$ cat src/rtl/cond_branch_unit.sv
// Branch resolution at EX/MEM: holds NZCV, resolves B/CBZ/B.cond with same-cycle flag forwarding,
// issues flush/redirect and masks wrong-path flag writes. Optional BRANCH_STATS_EN adds branch counters.
module cond_branch_unit #(
    parameter int FLUSH_CYCLES = 2
) (
    input  logic        clk,
    input  logic        reset,
    input  logic        ex_valid,
    input  logic        ex_setflags,
    input  logic [3:0]  ex_nzcv,
    input  logic        br_valid,
    input  logic [1:0]  br_type,
    input  logic [3:0]  br_cond,
    input  logic        br_reg_zero,
    input  logic [63:0] br_target,
    output logic [3:0]  flags_q,
    output logic        br_done,
    output logic        br_taken,
    output logic        flush,
    output logic [63:0] redirect_pc
`ifdef BRANCH_STATS_EN
    ,
    output logic [31:0] stat_taken,
    output logic [31:0] stat_not_taken
`endif
);

    localparam int CW = $clog2(FLUSH_CYCLES + 1);
    localparam logic [CW-1:0] FLUSH_LOAD = CW'(FLUSH_CYCLES);
    localparam logic [CW-1:0] CNT_ONE    = CW'(1);

    typedef enum logic {RUN, SQUASH} state_t;

    state_t          state_reg;
    logic [CW-1:0]   cnt_reg;

    logic            flag_wr;
    logic [3:0]      eff;
    logic            n_f, z_f, c_f, v_f;
    logic            cond_ok;
    logic            taken_next;
    logic            resolve;

    always_comb begin
        flag_wr = (state_reg == RUN) && ex_valid && ex_setflags;
        // Forward a same-cycle producer so the branch sees the flags it commits with.
        eff = flag_wr ? ex_nzcv : flags_q;
        {n_f, z_f, c_f, v_f} = eff;

        cond_ok = 1'b0;
        case (br_cond)
            4'b0000: cond_ok = z_f;
            4'b0001: cond_ok = !z_f;
            4'b0010: cond_ok = c_f;
            4'b0011: cond_ok = !c_f;
            4'b0100: cond_ok = n_f;
            4'b0101: cond_ok = !n_f;
            4'b0110: cond_ok = v_f;
            4'b0111: cond_ok = !v_f;
            4'b1000: cond_ok = c_f && !z_f;
            4'b1001: cond_ok = !(c_f && !z_f);
            4'b1010: cond_ok = (n_f == v_f);
            4'b1011: cond_ok = (n_f != v_f);
            4'b1100: cond_ok = !z_f && (n_f == v_f);
            4'b1101: cond_ok = !(!z_f && (n_f == v_f));
            default: cond_ok = 1'b1;
        endcase

        taken_next = 1'b0;
        case (br_type)
            2'b01:   taken_next = 1'b1;
            2'b10:   taken_next = br_reg_zero;
            2'b11:   taken_next = cond_ok;
            default: taken_next = 1'b0;
        endcase

        resolve = (state_reg == RUN) && br_valid && (br_type != 2'b00);
    end

    always_ff @(posedge clk or posedge reset) begin
        if (reset) begin
            state_reg   <= RUN;
            cnt_reg     <= '0;
            flags_q     <= '0;
            br_done     <= 1'b0;
            br_taken    <= 1'b0;
            flush       <= 1'b0;
            redirect_pc <= '0;
        end else begin
            br_done  <= resolve;
            br_taken <= resolve && taken_next;
            flush    <= resolve && taken_next;
            if (resolve && taken_next)
                redirect_pc <= br_target;
            if (flag_wr)
                flags_q <= ex_nzcv;

            if (state_reg == RUN) begin
                if (resolve && taken_next) begin
                    state_reg <= SQUASH;
                    cnt_reg   <= FLUSH_LOAD;
                end
            end else begin
                // Last squash cycle: reopen for flags and branches next cycle.
                if (cnt_reg == CNT_ONE) begin
                    state_reg <= RUN;
                    cnt_reg   <= '0;
                end else begin
                    cnt_reg <= cnt_reg - CNT_ONE;
                end
            end
        end
    end

`ifdef BRANCH_STATS_EN
    always_ff @(posedge clk or posedge reset) begin
        if (reset) begin
            stat_taken     <= '0;
            stat_not_taken <= '0;
        end else if (br_done) begin
            if (br_taken && (stat_taken != 32'hFFFF_FFFF))
                stat_taken <= stat_taken + 32'd1;
            if (!br_taken && (stat_not_taken != 32'hFFFF_FFFF))
                stat_not_taken <= stat_not_taken + 32'd1;
        end
    end
`endif

endmodule

$ cat config.mk
export PLATFORM = sky130hd
export DESIGN_NAME = cond_branch_unit
export DESIGN_NICKNAME = d
export VERILOG_FILES = /design/src/rtl/cond_branch_unit.sv
export SDC_FILE = /design/constraint.sdc
export NUM_CORES = 1
export LEC_CHECK = 0
export CAP_MARGIN = 30
export CORE_ASPECT_RATIO = 0.75
export CORE_MARGIN = 2
export CORE_UTILIZATION = 45
export CTS_BUF_LIST = sky130_fd_sc_hd__clkbuf_2
export CTS_CLUSTER_SIZE = 12
export DETAILED_ROUTE_END_ITERATION = 12
export GPL_TIMING_DRIVEN = 0
export PLACE_DENSITY = 0.92
export SLEW_MARGIN = 20
export SYNTH_ARGS = -nofsm -noshare
export SYNTH_HDL_FRONTEND = slang
export SYNTH_SLANG_ARGS = --single-unit
$ cat constraint.sdc
create_clock -name clk -period 5.6 [get_ports clk]
set_input_delay 0.56 -clock clk [delete_from_list [all_inputs] [get_ports clk]]
set_output_delay 0.56 -clock clk [all_outputs]
set_load 0.005 [all_outputs]
==> impl_results.md <==
* Via count at 2180
* Worst setup path start: br_cond[1]
* Antenna violations before repair at 0
* Max_cap viols at 0
* Routed Antenna Nets at 0
* Pins over their slew limit at 0
* Synth cell types at 32
* Outcome: complete, no violations
* N_diodes at 0
* Postcts setup bufs at 0
* Cell Area, Synth at 3120 um2
* Layout Skew at 0.0153 ns
* Worst vdd ir at 0.000251 V
* Die outline area at 7620 um2
* Core Region at 6770 um2
* Synth top area share at 58.6%
* Slew margin rel. at 70.3%
* Worst skew pair latency at 0.50 ns
* Worst r2r src: state_reg
* Post-synth ARST share at 100%
* Post-synth EDFFs at 0
* Clock power frac at 13.3%
* FF-to-FF setup slack at 3.12 ns
* Die W at 100 um
* Clock tree from TritonCTS: built
* # port buffers at 149
* Via/cell ratio at 4.90
* Hold-fix buffers at CTS at 0
* Synthesized area per cell at 15.8 um2
* Logic gate share of total power at 48.4%
* Largest cells by area after synthesis: dfrtp_1 (59%), mux2_2 (15%), mux2_4 (13%)
* Sum of negative setup slack at 0 ns
* Starting DRT DRC Count at 60
* Top Ports at 151
* GR Overflow Total at 0
* Final min period at 2.54 ns
* RSZ-0062 raised after global routing: false
* Resized Gates After CTS at 0
* DRC at 0
* Vias in the first global route at 2339
* Hold_ws at 0.390 ns
* Clock Tree Root: clkbuf_2
* Tot GR Track Use at 20.0%
* Post-synth top area cell: dfrtp_1
* Multi-input logic area at 1190 um2
* CTS clk-pin slew, worst paths at 0.20 ns
* DP HPWL at 5460 um
* Setup violators final at 0
* Sequential Power Share at 38.3%
* #FFs+latches synth at 73
* Endpoint class of the critical path: register
* Cell Int Power at 0.00178 W
* Die height at 76.1 um
* Required time worst endpoint at 6.01 ns
* Syn nets at 278
* Drt wl/cell at 16.1 um
* Synth Flop Type: dfrtp_1
* Crit Path Class: in2reg
* Startpoint types: input pin
* Most frequent CP cell: buf_6
* Routed wire length at 7160 um
* First-pass GRT wire length at 11800 um
* Slew @ Worst Pin at 0.446 ns
* Hold Violations, Final at 0
* Initial core utilization at 46.1%
* Worst-path fanout max at 10
* FF/Latch Area at 1830 um2
* DRT Pass-1 Iters at 4
* FP Rows at 26
* Switch share at 27.4%
* GPL Wtd Cong at 0.814
* Switching pwr at 0.000674 W
* Max Fclk at 394 MHz
* Worst path cell trace: clkdlybuf4s50_1, or3b_1, o211ai_1, o31ai_1, a211oi_1, o211a_2, buf_6, buf_6, mux2_4
* Longest Clk Path Bufs at 2
* Seq/Total Area, Yosys at 58.6%
* H-tree levels at 3
* Area Growth Syn to Fin at 56.0%
* Critical Path AT at 2.95 ns
* Layout fillers at 493
* Final period util at 45.3%
* Static leakage at 2.15 nW
* Hold crit path type: in2async
* Synth Instances at 197
* Largest net degree at the start of global routing at 40
* Clock sinks at 73
* Yosys warnings at 0
* Most frequent cells in the layout: clkdlybuf4s50_1 (149), dfrtp_1 (73), mux2_2 (42)
* Slowest stage delay, CP at 0.46 ns
* Commonest non-fill, non-tap cell in the layout: clkdlybuf4s50_1
* Max FFs per register at 64
* Number of CTS-inserted buffers at 9
* Net count, final at 439
* Reg2reg end: redirect_pc[60]
* Layout cell share with drive strength beyond 1 at 26.9%
* Critical Path Slowest Stage Cell: clkdlybuf4s50_1
* Cell Pwr Density at 505 nW/um2
* R2R cell count at 8
## cells in the mapped netlist (2+ instances only)
master	number
nor3b_1	2
xor2_1	2
buf_6	4
o2111ai_1	2
nor3_1	2
buf_2	3
nand2_1	3
inv_1	6
mux2i_1	5
mux2_2	42
nor2_1	6
dfrtp_1	73
buf_4	2
mux2_4	27
## routing by layer
layer / wire (um) / track usage [%]
met4: 64 / 3.84
met2: 3590 / 32.8
met1: 3010 / 25.9
met5: 0 / 0
met3: 497 / 7.34
## critical path: cells and delay by family
| kind | cells | cell delay (ns) |
|---|---|---|
| and+or+nand+nor | 1 | 0.38 |
| AOI/OAI and AO/OA | 4 | 0.87 |
| muxes | 1 | 0.31 |
| buffers and inverters | 3 | 0.83 |
## cell families after synthesis
kind of cell	synth area share (%)
AOI/OAI and AO/OA	2.93
xor gates and xnor gates	0.562
adders and majority gates	0.401
buffers and inverters	3.13
DFF	58.6
muxes	30.5
and+or+nand+nor	3.93
## stage by stage
step	std cells	power [W]	util, %	instance area, um2	setup slack [ns]
after floorplan	197	0.00147	-	3120	3.19
after global placement	430	0.00211	69.7	4720	2.04
after detailed placement	431	0.00216	70.0	4740	2.51
after CTS	445	0.00249	71.9	4870	3.09
after global routing	445	0.00261	71.9	4870	2.98
final	445	0.00246	71.9	4870	3.06
## power by group through the flow
| stage | Clock [W] | Sequential [W] | Combinational [W] |
|---|---|---|---|
| after floorplan | 0 | 0.000962 | 0.000513 |
| after global routing | 0.000358 | 0.000980 | 0.00127 |
| after detailed placement | 0 | 0.000955 | 0.00120 |
| after CTS | 0.000336 | 0.000944 | 0.00121 |
| after global placement | 0 | 0.000939 | 0.00117 |
| final | 0.000326 | 0.000941 | 0.00119 |
## final cells by class
type | count | area share [%]
multi-input combinational | 109 | 24.6
tap | 84 | 2.16
clock buffer | 9 | 0.926
buffer | 9 | 1.54
sequential | 73 | 37.5
timing repair buffer | 150 | 31.1
clock inverter | 5 | 1.70
inverter | 6 | 0.514
## worst max path at each step
| stage | to | depth (start not counted) | slack [ns] |
|---|---|---|---|
| finish | redirect_pc[60] | 9 | 3.06 |
| floorplan | br_done | 1 | 3.19 |
| global route | redirect_pc[4] | 9 | 2.98 |
| detailed placement | redirect_pc[11] | 9 | 2.51 |
| global placement | redirect_pc[14] | 2 | 2.04 |
| CTS | redirect_pc[60] | 9 | 3.09 |
(Power assumes the default switching activity.)
==> edit, RTL diff (config.mk and constraints unchanged) <==
Change the parameter `FLUSH_CYCLES` from 2 to 4.
--- a/src/rtl/cond_branch_unit.sv
+++ b/src/rtl/cond_branch_unit.sv
@@ -2,5 +2,5 @@
 // issues flush/redirect and masks wrong-path flag writes. Optional BRANCH_STATS_EN adds branch counters.
 module cond_branch_unit #(
-    parameter int FLUSH_CYCLES = 2
+    parameter int FLUSH_CYCLES = 4
 ) (
     input  logic        clk,
Formal check against the unedited RTL: not equivalent (Yosys sat finds a counterexample within 10 cycles, from zero or initial values and one cycle with reset high).
==> edit against the unedited design <==
- global-route usage is 1.1 points higher
- synthesized area is 5.0% higher
- sequential cell count is 1 higher
- total power is 2.8% higher
- cell area is 3.5% higher
- sequential power is 2.8% higher
- routed wire length is 13% higher
- worst setup slack worse by 0.23 ns
- maximum frequency is 8.3% lower
- register-to-register slack worse by 0.29 ns
==> edit: results (changes against the unedited design) <==
.. list-table::
   :header-rows: 1

   * - Metric
     - Value
   * - Number of nets in the final layout
     - 448 (was 439)
   * - Placement row count
     - 26 (unchanged)
   * - Top area cells in the synthesized netlist
     - dfrtp_1, mux2_4, mux2_2 (was dfrtp_1, mux2_2, mux2_4)
   * - List of most frequent post-synthesis cells
     - dfrtp_1, mux2_4, mux2_2 (was dfrtp_1, mux2_2, mux2_4)
   * - Worst-case setup slack after placement
     - 2.36 ns (was 2.51 ns)
   * - Leak pwr
     - 2.18 nW (was 2.15 nW)
   * - Share of final-layout standard cells stronger than drive strength 1
     - 26.7% (was 26.9%)
   * - Share of synthesized registers carrying an async set or reset
     - 100% (unchanged)
   * - Drt wl/cell
     - 17.3 um (was 16.1 um)
   * - Maximum number of pins on one net before global-route repair
     - 60 (was 40)
   * - Arrival time at the worst endpoint
     - 3.15 ns (was 2.95 ns)
   * - Max clock buf depth
     - 2 (unchanged)
   * - Clock-pin slew on the worst setup and hold paths
     - 0.23 ns (was 0.20 ns)
   * - Setup skew after layout
     - 0.0334 ns (was 0.0153 ns)
   * - Highest-delay cell along the critical path
     - dfrtp_1 (was clkdlybuf4s50_1)
   * - Grt met3 use
     - 7.75% (was 7.34%)
   * - Yosys cell types
     - 34 (was 32)
   * - Met1 capacity usage during global routing
     - 23.1% (was 25.9%)
   * - Routability congestion estimate from global placement
     - 0.795 (was 0.814)
   * - Net Count, Synth
     - 287 (was 278)
   * - Global-route wire length before repair
     - 12700 um (was 11800 um)
   * - Slowest cell delay on critical path
     - 0.52 ns (was 0.46 ns)
   * - Fillers
     - 483 (was 493)
   * - Gr usage total
     - 21.2% (was 20.0%)
   * - DP Wirelength
     - 6200 um (was 5460 um)
   * - Result of the run
     - complete, no violations (unchanged)
   * - Number of buffers created by CTS
     - 9 (unchanged)
   * - Max rail drop VDD
     - 0.000351 V (was 0.000251 V)
   * - Number of global-route vias before repair
     - 2550 (was 2339)
edit: cell types whose count changed after synthesis, moves of 5 or more:
cell     before  now
xnor2_1       0    5
mux2_4       27   40
mux2_1        0    5
mux2_2       42   23
edit: final cells by class:
class / instances / share of cell area (%)
repair buffers: 150 / 30.2
clock buffers: 10 / 0.994
plain buffers: 10 / 1.79
inverters: 7 / 0.571
multi-input cells: 114 / 26.0
well taps: 98 / 2.43
clock inverters: 6 / 1.32
flip-flops and latches: 74 / 36.8
edit: metrics by stage:
stage	power, W	hold slack (ns)	instances	cell area [um2]	util, %
6_report	0.00253	0.302	469	5040	72.7
5_1_grt	0.00268	0.235	469	5040	72.7
4_1_cts	0.00256	0.256	469	5040	72.7
3_5_place_dp	0.00225	0.478	453	4920	71.0
3_3_place_gp	0.00218	0.463	452	4890	70.6
2_1_floorplan	0.00154	0.443	205	3280	-
edit: path summary, 6_finish.rpt:
path	start	to	cells after the start	slack (ns)
min in group clk	cnt_reg[0]	cnt_reg[0]	1	0.50
worst min register to register	cnt_reg[0]	cnt_reg[0]	1	0.50
worst max register to register	state_reg	redirect_pc[9]	10	2.83
worst max-delay path	state_reg	redirect_pc[9]	10	2.83
worst min-delay path	reset	redirect_pc[50]	2	0.30
max in group asynchronous	reset	redirect_pc[4]	3	4.72
edit: where the power goes:
group	leakage (nW)	internal, W	switching [W]
logic	1.24	0.000880	0.000380
clock network	0.0646	0.000105	0.000195
registers	0.876	0.000802	0.000165
edit: kinds of logic (layout without fill, tap and decap cells):
| family | count (synthesis) | in the layout | share of synthesized area, % |
|---|---|---|---|
| fa+ha+maj | 2 | 2 | 0.764 |
| flops | 74 | 74 | 56.5 |
| buf+inv | 17 | 183 | 3.55 |
| compound gates | 10 | 10 | 3.02 |
| xor+xnor | 5 | 5 | 1.34 |
| mux | 75 | 75 | 30.5 |
| simple gates | 22 | 22 | 4.32 |
edit: critical path: cells and delay by family, from the launching register on:
kind | cells | cell delay [ns]
AND/OR/NAND/NOR | 3 | 0.71
AO/OA/AOI/OAI | 2 | 0.59
buffers and inverters | 4 | 0.53
flip-flops | 1 | 0.52
multiplexers | 1 | 0.30
edit: per-layer routing:
metal,wire length (um),part of all wire (%)
met1,3140,39
met2,4290,53
met3,587,7.2
met4,78,0.96
met5,0,0
